[config.mk]
export PLATFORM = sky130hd
export DESIGN_NAME = muldiv_stall_ctrl
export DESIGN_NICKNAME = d
export VERILOG_FILES = /design/src/rtl/muldiv_stall_ctrl.sv
export SDC_FILE = /design/constraint.sdc
export NUM_CORES = 1
export LEC_CHECK = 0
export BUFFER_PORTS_ARGS = -buffer_cell sky130_fd_sc_hd__buf_2
export CAP_MARGIN = 10
export CELL_PAD_IN_SITES_DETAIL_PLACEMENT = 0
export CELL_PAD_IN_SITES_GLOBAL_PLACEMENT = 2
export CORE_UTILIZATION = 11
export DETAILED_ROUTE_END_ITERATION = 8
export PLACE_DENSITY_LB_ADDON = 0.3
export SLEW_MARGIN = 20
export SYNTH_ARGS = -nofsm -noshare
export SYNTH_HDL_FRONTEND = slang
export SYNTH_SLANG_ARGS = --single-unit
[constraint.sdc]
create_clock -name CLK -period 3.2 [get_ports CLK]
set_clock_uncertainty 0.2 [all_clocks]
set_input_delay 0.96 -clock CLK [delete_from_list [all_inputs] [get_ports CLK]]
set_output_delay 0.96 -clock CLK [all_outputs]
set_load 0.02 [all_outputs]
[src/rtl/muldiv_stall_ctrl.sv]
`default_nettype none
// ============================================================================
// muldiv_stall_ctrl : decode-stage front-end stall for multi-cycle RV64M ops
// Revision 1.0
// ============================================================================
module muldiv_stall_ctrl #(
    parameter int WORD_BITS = 32,
    parameter int DATA_BITS = 64,
    parameter int MUL_LAT   = 3,
    parameter int DIV_LAT   = 34,
    parameter bit EN_DIV    = 1'b1,
    localparam int CNT_W    = $clog2(((MUL_LAT > DIV_LAT) ? MUL_LAT : DIV_LAT) + 1)
) (
    input  logic                 CLK,
    input  logic                 RST,
    input  logic [WORD_BITS-1:0] Inst_ROM_in,
    input  logic [DATA_BITS-1:0] Addr_64,
    input  logic [WORD_BITS-1:0] IF_ID_addr,
    input  logic [WORD_BITS-1:0] IF_ID_inst,
    input  logic                 PC_stall,
    input  logic                 flush,
    input  logic                 div_done,
    output logic                 mulstall,
    output logic                 busy,
    output logic                 op_is_div,
    output logic [CNT_W-1:0]     cycles_left
);

    typedef enum logic [1:0] {
        S_IDLE = 2'd0,
        S_BUSY = 2'd1,
        S_COOL = 2'd2
    } state_t;

    localparam logic [6:0] c_OP_REG   = 7'b0110011;
    localparam logic [6:0] c_OP_REG32 = 7'b0111011;
    localparam logic [6:0] c_OP_BR    = 7'b1100011;
    localparam logic [6:0] c_F7_M     = 7'b0000001;
    localparam logic [CNT_W-1:0] c_MUL_LAT = CNT_W'(MUL_LAT);
    localparam logic [CNT_W-1:0] c_DIV_LAT = CNT_W'(DIV_LAT);
    localparam logic [CNT_W-1:0] c_ONE     = CNT_W'(1);

    state_t             state_q, state_d;
    logic [CNT_W-1:0]   cnt_q, cnt_d;
    logic               op_div_q, op_div_d;

    logic [6:0]         w_op;
    logic [2:0]         w_f3;
    logic [6:0]         w_f7;
    logic [2:0]         w_id_f3;
    logic               w_is_mul;
    logic               w_is_div;
    logic               w_br_in_id;
    logic               w_addr_differs;
    logic               w_trigger;
    logic [CNT_W-1:0]   w_lat;
    logic               w_unused_bits;

    assign w_op    = Inst_ROM_in[6:0];
    assign w_f3    = Inst_ROM_in[14:12];
    assign w_f7    = Inst_ROM_in[31:25];
    assign w_id_f3 = IF_ID_inst[14:12];

    assign w_unused_bits = ^{Inst_ROM_in[24:15], Inst_ROM_in[11:7],
                             IF_ID_inst[31:15], IF_ID_inst[11:7]};

    assign w_is_mul = (w_f7 == c_F7_M) &&
                      (((w_op == c_OP_REG) && !w_f3[2]) ||
                       ((w_op == c_OP_REG32) && (w_f3 == 3'b000)));

    assign w_is_div = EN_DIV && (w_f7 == c_F7_M) &&
                      (((w_op == c_OP_REG) && w_f3[2]) ||
                       ((w_op == c_OP_REG32) && w_f3[2]));

    // Conditional branches only; f3 010/011 are not valid branch encodings
    assign w_br_in_id = (IF_ID_inst[6:0] == c_OP_BR) && (w_id_f3[2:1] != 2'b01);

    // A word already latched into IF/ID must not re-trigger the stall
    assign w_addr_differs = (DATA_BITS'(IF_ID_addr) != Addr_64);

    assign w_trigger = !RST && (state_q == S_IDLE) && (w_is_mul || w_is_div) &&
                       !w_br_in_id && !PC_stall && !flush && w_addr_differs;

    assign w_lat = w_is_div ? c_DIV_LAT : c_MUL_LAT;

    always_ff @(posedge CLK or posedge RST) begin
        if (RST) begin
            state_q  <= S_IDLE;
            cnt_q    <= '0;
            op_div_q <= 1'b0;
        end else begin
            state_q  <= state_d;
            cnt_q    <= cnt_d;
            op_div_q <= op_div_d;
        end
    end

    always_comb begin
        state_d  = state_q;
        cnt_d    = cnt_q;
        op_div_d = op_div_q;
        if (flush) begin
            state_d = S_IDLE;
            cnt_d   = '0;
        end else begin
            case (state_q)
                S_IDLE: begin
                    if (w_trigger) begin
                        op_div_d = w_is_div;
                        if (w_lat == c_ONE) begin
                            state_d = S_COOL;
                            cnt_d   = '0;
                        end else begin
                            state_d = S_BUSY;
                            cnt_d   = w_lat - c_ONE;
                        end
                    end
                end
                S_BUSY: begin
                    if ((div_done && op_div_q) || (cnt_q == c_ONE)) begin
                        state_d = S_COOL;
                        cnt_d   = '0;
                    end else begin
                        cnt_d   = cnt_q - c_ONE;
                    end
                end
                S_COOL: begin
                    state_d = S_IDLE;
                    cnt_d   = '0;
                end
                default: begin
                    state_d = S_IDLE;
                    cnt_d   = '0;
                end
            endcase
        end
    end

    always_comb begin
        mulstall    = w_trigger || ((state_q == S_BUSY) && !flush && !RST);
        busy        = (state_q == S_BUSY) && !RST;
        op_is_div   = op_div_q;
        cycles_left = (state_q == S_BUSY) ? cnt_q : '0;
    end

endmodule
`default_nettype wire

* Word level (Yosys, flattened, before mapping)
Index checks and enable logic that the tools add are counted.
** Storage, ports and cells
- Word-level logic and storage cells :: 60
- Bits in registers :: 9
** Cells by class
- Equality and inequality tests :: 11
- Bitwise operators :: 1
- Muxes and demuxes :: 12
- Add/sub/neg operators :: 2
- Reduce and logical (&&, ||, !) cells :: 31
** Operators with widths (count)
- inequality test 32 x 64 -> 1 bit :: 1
- two-way mux 6 bit :: 6
- logical AND 1 bit :: 17
- == test 7 x 6 -> 1 bit (second input constant) :: 2
- == test 6 x 1 -> 1 bit (second input constant) :: 2
- case mux 6 bit (2 select lines) :: 1
- subtractor 6 x 1 -> 6 bit (second input constant) :: 2
- two-way mux 2 bit :: 4
- == test 7 x 1 -> 1 bit (second input constant) :: 1
- == test 7 bit (second input constant) :: 1
- inequality test 3 bit (second input constant) :: 2
- zero test 1 bit :: 5
- logical OR 1 bit :: 5
- case mux 2 bit (2 select lines) :: 1
- zero test 3 bit :: 1
- AND reduction 3 bit :: 1
- == test 2 x 1 -> 1 bit (second input constant) :: 1
- zero test 2 bit :: 1
- inequality test 2 x 1 -> 1 bit (second input constant) :: 1
- AND reduction 2 bit :: 1
- inverter 1 bit :: 1

* Logic depth before layout (Yosys ltp)
Gate-level depths: netlist of run 1.
- Depth in word-level cells :: 13
- Mapped depth :: 8
- Gate-level depth less buffers :: 7

* Least setup slack after synthesis of run 1
Ideal clock, no wire load.
- Kind :: input-to-output
- From :: input Addr_64[49]
- To :: output mulstall
- Slack :: -406 ps
- Arrival :: 2446 ps
- Path buffers :: 1
- Stages on the path :: 6
- Path through :: nor4_2 -> nand4_1 -> or4_1 -> o31ai_2 -> buf_4 -> o21ai_0
** Between the ends
- Longest elaborated chain between the ends :: 3
** Ends and longest elaborated chain
- start, declared :: RTL line 17 : input logic [DATA_BITS-1:0] Addr_64,
- inequality test 32 x 64 -> 1 bit :: RTL line 79 : assign w_addr_differs = (DATA_BITS'(IF_ID_addr) != Addr_64);
- logical AND 1 bit :: RTL line 82 : !w_br_in_id && !PC_stall && !flush && w_addr_differs;
- logical OR 1 bit :: RTL line 140 : mulstall = w_trigger || ((state_q == S_BUSY) && !flush && !RST);
- end, declared :: RTL line 23 : output logic mulstall,
No other way between the ends.

* Worst setup path in the final report of run 1
- From :: input Addr_64[61]
- To :: output mulstall
Same word-level chain as after synthesis.

==> flow_summary.toml, run 1 <==
[logic_synthesis]
yosysWarnings = 0
synth_xor_area_share_pct = 26.8
synthFlopType = "dfrtp_1"
synth_compound_area_share_pct = 13.9
ys_seq_area_share_pct = 20.2
syn-instance-count = 129
yosys.area_share.adder_pct = 2.25
avgSynthCellArea_um2 = 8.62
synth_top_area_share_pct = 20.2
synthMuxAreaShare_pct = 0
yosysTopAreaCell = "dfrtp_1"
synth-edff-count = 0
synth.distinct_cells = 39
async_flop_share_pct = 100
yosys.area_share.simple_pct = 33.4
yosys-top-cells-area = "dfrtp_1 (20%), xor2_1 (20%), xnor2_1 (7.1%), nor4_1 (6.2%), nor4_2 (4.5%)"
synth_nets = 296
synthesis.area_um2 = 1110
ys_ff_latch = 9
synth_top_family_by_area = "simple AND/OR/NAND/NOR gates"

[flow_run]
cap_violations = 0

[routing]
num_vias = 1500
viasPerCell = 3.70
firstDrtPassIters = 4
postRouteAntennaNets = 0
drc = 0
wirelength_um = 4220
post_drt_wl_per_cell_um = 10.4
drt_first_iter_violations = 19

[floorplanning]
die_y_um = 103
coreArea_um2 = 9770
die_area_um2 = 10500
die_w_um = 103
rows = 36
initial_utilization_pct = 11.4
io_pins = 174

[timing]
relSlewSlack_pct = 63.3
period_minus_slack_ns = 3.63
holdWs_ns = 0.306
rsz0062_at_grt = "yes"
setup_tns_ns = -0.433
postLayoutSetupSlackWorst_ns = -0.433
hold_viol_final = 0
fmax_mhz = 275
setup_viol = 1
finalCritPeriodShare_pct = 114
drv_slew = 0
worst_pin_slew_ns = 0.543

[critical_path]
startpoint = "Addr_64[61]"
slowest_delay_ns = 0.52
r2r-end = "cnt_q[5]"
required_ns = 2.04
rrSetupSlack_ns = 1.00
crit_top_cell = "buf_6"
crit_path_max_fanout = 2
crit_path_cell_trace = "buf_6, nor4_2, nand4_1, or4_4, o31ai_4, buf_6, o21ai_4, buf_6"
cpLargestDelayFamily = "simple AND/OR/NAND/NOR gates"
cp.depth = 8
startpoint_type = "input pin"
critPathBufInv = 3
critPathArrivalTime_ns = 2.47
cp_slowest_cell = "or4_4"
end_kind = "primary output"
rr_startpoint = "state_q[0]"
rr_worst_depth = 6
path_class = "in -> out"
crit_path_end = "mulstall"

[clock_network]
ctsRootBufferMaster = "clkbuf_8"
clock_latency_ns = 0.23
cts_tree = "done"
cts.sink_count = 9
clk_pin_slew_ns = 0.05
cts_hold_buf = 0
htreeDepth = 1
numCtsBuffers = 3
cts_max_path_buffers = 2

[cells_and_area]
drive_gt1_share_pct = 59.9
antenna_cells = 0
final-seq-area_um2 = 225
fillCellCount = 1117
area_growth_pct = 95.5
multiInputGateArea_um2 = 931
final_nets = 440

[placement]
place_congestion = 0.755
io_buffers = 135
dp_hpwl_um = 3870

[global_route]
grt_start_max_net_pins = 11
first_global_vias = 1498
gr-total-overflow = 0
grtUsageTotal_pct = 8.01
antenna_found_initial = 0
grt_pass1_wl_um = 6410

[outcome]
violations = "setup timing"
outcome = "finished with violations"

[power_and_ir_drop]
power.static_leakage_nw = 1.07
ir_worst_vdd_mv = 0.0811
powerDensity_nw_per_um2 = 187

[min_path]
hold_path_class = "reg -> reg"
power by group:
part	internal (mW)	switching, mW	total, mW
logic	0.0962	0.0620	0.158
registers	0.115	0.000584	0.116
clock network	0.0870	0.0467	0.134
cell usage in the layout, fill, tap and decap left out, types with 4 or more instances in the layout:
cell type	count
buf_6	10
nor4_1	7
nand2_1	5
inv_1	7
dfrtp_1	9
xnor2_1	9
xor2_1	25
nor2b_1	4
nand4_1	6
nor4_2	5
buf_2	126
nor2_1	6
and2_1	7
buf_4	5
Yosys cell counts (3+ instances only):
cell type and n:
nor2_1 6, nor4_1 11, nor2b_1 4, nand4_1 6, inv_1 7, and2_1 7
xnor2_1 9, o21ai_0 3, xor2_1 25, dfrtp_1 9, nand2_1 5, nor3_1 3
nor4_2 4
sequential cells by signal (all words and copies together), names as in the netlist:
name,cells
cnt_q,6
state_q,2
op_is_div,1
worst reg2reg max path, cell delays in order, from the launching register on:
cell	delay (ns)
dfrtp_1	0.38
nor2b_1	0.38
nand2b_1	0.20
a221o_1	0.47
o32ai_1	0.32
nor2_1	0.06
o22ai_1	0.11
layer usage:
metal | routed length, µm | GRT usage [%] | part of all wire (%) | vias to the layer above
li1 | - | - | - | 754
met1 | 1640 | 8.44 | 39 | 641
met2 | 2080 | 15.1 | 49 | 96
met3 | 390 | 1.63 | 9.3 | 9
met4 | 110 | 3.74 | 2.6 | 0
met5 | 0 | 0 | 0 | -
cells by family (layout without fill, tap and decap cells):
kind of cell               count (synthesis)  count (layout)
AOI/OAI and AO/OA                         18              18
buffers and inverters                      9             152
adders and majority gates                  2               2
and+or+nand+nor                           57              57
DFF                                        9               9
xor gates and xnor gates                  34              34
how the worst min path moves through the flow:
stage	cells after the start	slack (ns)	to	startpoint
after floorplan	1	0.32	cnt_q[4]	cnt_q[4]
after global placement	2	0.30	op_is_div	op_is_div
after detailed placement	2	0.30	op_is_div	op_is_div
after CTS	2	0.31	op_is_div	op_is_div
after global routing	2	0.38	op_is_div	op_is_div
final	2	0.31	op_is_div	op_is_div
final cells by class:
class	instances	share of cell area, %
Sequential cell	9	10.4
Tap cell	133	7.65
Multi-Input combinational cell	111	42.8
Clock buffer	4	2.07
Inverter	7	1.21
Timing Repair Buffer	141	35.9
timing repair:
action / CTS / global route
setup endpoints to repair: 1 / 1
pin swaps: 9 / 6
gates resized for setup: 11 / 5
buffers inserted: 0 / 0
hold endpoints to repair: 0 / 0
metrics by stage:
step                util [%]  cell area, µm²  std cells  worst slack (ns)  power, mW
floorplan                  -            1160        129            -0.223      0.169
global placement        20.8            2030        401            -0.554      0.268
detailed placement      20.8            2030        401            -0.559      0.269
CTS                     21.9            2140        405            -0.479      0.411
global route            22.2            2170        405            -0.513      0.436
finish                  22.2            2170        405            -0.433      0.407
Note: power is estimated with default switching activity, not from simulation.
==> run 2, diff against run 1 <==
--- a/config.mk
+++ b/config.mk
@@ -6,12 +6,11 @@
 export NUM_CORES = 1
 export LEC_CHECK = 0
 export BUFFER_PORTS_ARGS = -buffer_cell sky130_fd_sc_hd__buf_2
-export CAP_MARGIN = 10
 export CELL_PAD_IN_SITES_DETAIL_PLACEMENT = 0
 export CELL_PAD_IN_SITES_GLOBAL_PLACEMENT = 2
 export CORE_UTILIZATION = 11
 export DETAILED_ROUTE_END_ITERATION = 8
-export PLACE_DENSITY_LB_ADDON = 0.3
+export PLACE_DENSITY = 0.81
 export SLEW_MARGIN = 20
 export SYNTH_ARGS = -nofsm -noshare
 export SYNTH_HDL_FRONTEND = slang
==> flow_summary.toml, run 2 (synthesis results as in run 1) <==
[outcome]
outcome = "finished with violations"
violations = "setup timing"

[cells_and_area]
drive_gt1_share_pct = 60.0
largest_reg_flops = 6
final_nets = 443
area_growth_pct = 95.8
final_cell_mix = "buf_2 (128), xor2_1 (25), xnor2_1 (9), dfrtp_1 (9)"
final_area_um2 = 2180
utilization_pct = 22.3
antenna_cells = 0
final_common_cell = "buf_2"
largest_register = "cnt_q"

[critical_path]
cp_slowest_cell = "or4_4"
critPathArrivalTime_ns = 2.47
path_class = "in -> out"
crit_top_cell = "buf_6"
crit_path_max_fanout = 2
required_ns = 2.04
slowest_delay_ns = 0.52
critPathBufInv = 3
end_kind = "primary output"
startpoint_type = "input pin"
crit_path_cell_trace = "buf_2, nor4_4, nand4_1, or4_4, o31ai_4, buf_6, o21ai_4, buf_6"
cpLargestDelayFamily = "simple AND/OR/NAND/NOR gates"

[power_and_ir_drop]
pwr-share-seq_pct = 28.6
power.static_leakage_nw = 1.08
swShare_pct = 26.4
p_sw_mw = 0.107
pwr-share-clk_pct = 32.1
power_frac_comb_pct = 39.3
p_int_mw = 0.297
power.total_mw = 0.404
powerDensity_nw_per_um2 = 185
ir_worst_vdd_mv = 0.0843

[placement]
io_buffers = 135
dp_hpwl_um = 3770
placed_cell_area_um2 = 2050
pre_cts_slack_ns = -0.549
place_congestion = 0.765

[clock_network]
ctsRootBufferMaster = "clkbuf_8"
cts_tree = "done"
htreeDepth = 1
cts_max_path_buffers = 2
clk_pin_slew_ns = 0.04
clock_latency_ns = 0.23
numCtsBuffers = 3
cts.sink_count = 9

[routing]
drt_first_iter_violations = 8
post_drt_wl_per_cell_um = 10.1
wirelength_um = 4100
firstDrtPassIters = 4
viasPerCell = 3.71
postRouteAntennaNets = 0
num_vias = 1513
drc = 0

[timing]
setup_viol = 1
rsz0062_at_grt = "yes"
holdWs_ns = 0.313
postLayoutSetupSlackWorst_ns = -0.430
period_minus_slack_ns = 3.63
drv_slew = 0
fmax_mhz = 275
relSlewSlack_pct = 73.7
finalCritPeriodShare_pct = 113
hold_viol_final = 0
worst_pin_slew_ns = 0.394

[floorplanning]
io_pins = 174
die_y_um = 103
coreArea_um2 = 9770
die_area_um2 = 10500
die_w_um = 103
rows = 36
initial_utilization_pct = 11.4

[global_route]
gr-total-overflow = 0
first_global_vias = 1487
grt_start_max_net_pins = 11
grt_pass1_wl_um = 6350
antenna_found_initial = 1
grtUsageTotal_pct = 7.71

[min_path]
hold_path_class = "reg -> reg"

[flow_run]
cap_violations = 0
==> run 2: changes by cell type in the layout (fill, tap and decap cells not counted), sizes merged <==
cell / change
buf: +3
==> run 2: repair_timing <==
| item | 4_1_cts | 5_1_grt |
|---|---|---|
| resized for setup | 11 | 2 |
| hold buffers | 0 | 0 |
| setup endpoints to repair | 1 | 1 |
| setup buffers | 0 | 1 |
| pin swaps | 2 | 2 |
==> run 2: path summary, 6_finish.rpt <==
check | slack (ns) | to | depth (start not counted) | from
max in group asynchronous | 1.99 | cnt_q[5] | 4 | RST
setup reg to reg | 1.03 | cnt_q[5] | 6 | state_q[0]
setup / recovery | -0.43 | mulstall | 8 | Addr_64[34]
hold / removal | 0.31 | op_is_div | 2 | op_is_div
hold reg to reg | 0.31 | op_is_div | 2 | op_is_div
min in group asynchronous | 0.67 | cnt_q[1] | 4 | RST
==> run 2: per-layer routing <==
layer | vias up | part of all wire [%] | track usage (%) | wire length, µm
met5 | - | 0 | 0 | 0
met4 | 0 | 0.34 | 1.32 | 14
met3 | 4 | 8.6 | 1.08 | 351
met2 | 96 | 54 | 16.1 | 2230
met1 | 650 | 37 | 8.08 | 1500
li1 | 763 | - | - | -
==> run 2: stage by stage <==
stage / std cells / setup TNS [ns]
after detailed placement: 403 / -0.549
after floorplan: 129 / -0.223
after global routing: 408 / -0.525
after global placement: 403 / -0.541
after CTS: 407 / -0.476
final: 408 / -0.430
==> run 2: worst register-to-register path: cells and delay by family (launching register included) <==
kind            cells  cell delay, ns
simple gates        3            0.61
compound gates      3            0.90
flops               1            0.37
==> run 2: area by class of cell <==
class                           instances  area (µm²)
Clock buffer                            4        45.0
Fill cell                            1095        7600
Inverter                                7        26.3
Multi-Input combinational cell        111         925
Sequential cell                         9         225
Tap cell                              133         166
Timing Repair Buffer                  144         791
==> run 2: power by group through the flow <==
stage / combinational [mW] / clock (mW) / sequential (mW)
after floorplan: 0.0519 / 0 / 0.117
after global placement: 0.150 / 0 / 0.117
after detailed placement: 0.153 / 0 / 0.117
after CTS: 0.161 / 0.132 / 0.116
after global routing: 0.175 / 0.139 / 0.116
final: 0.159 / 0.130 / 0.116
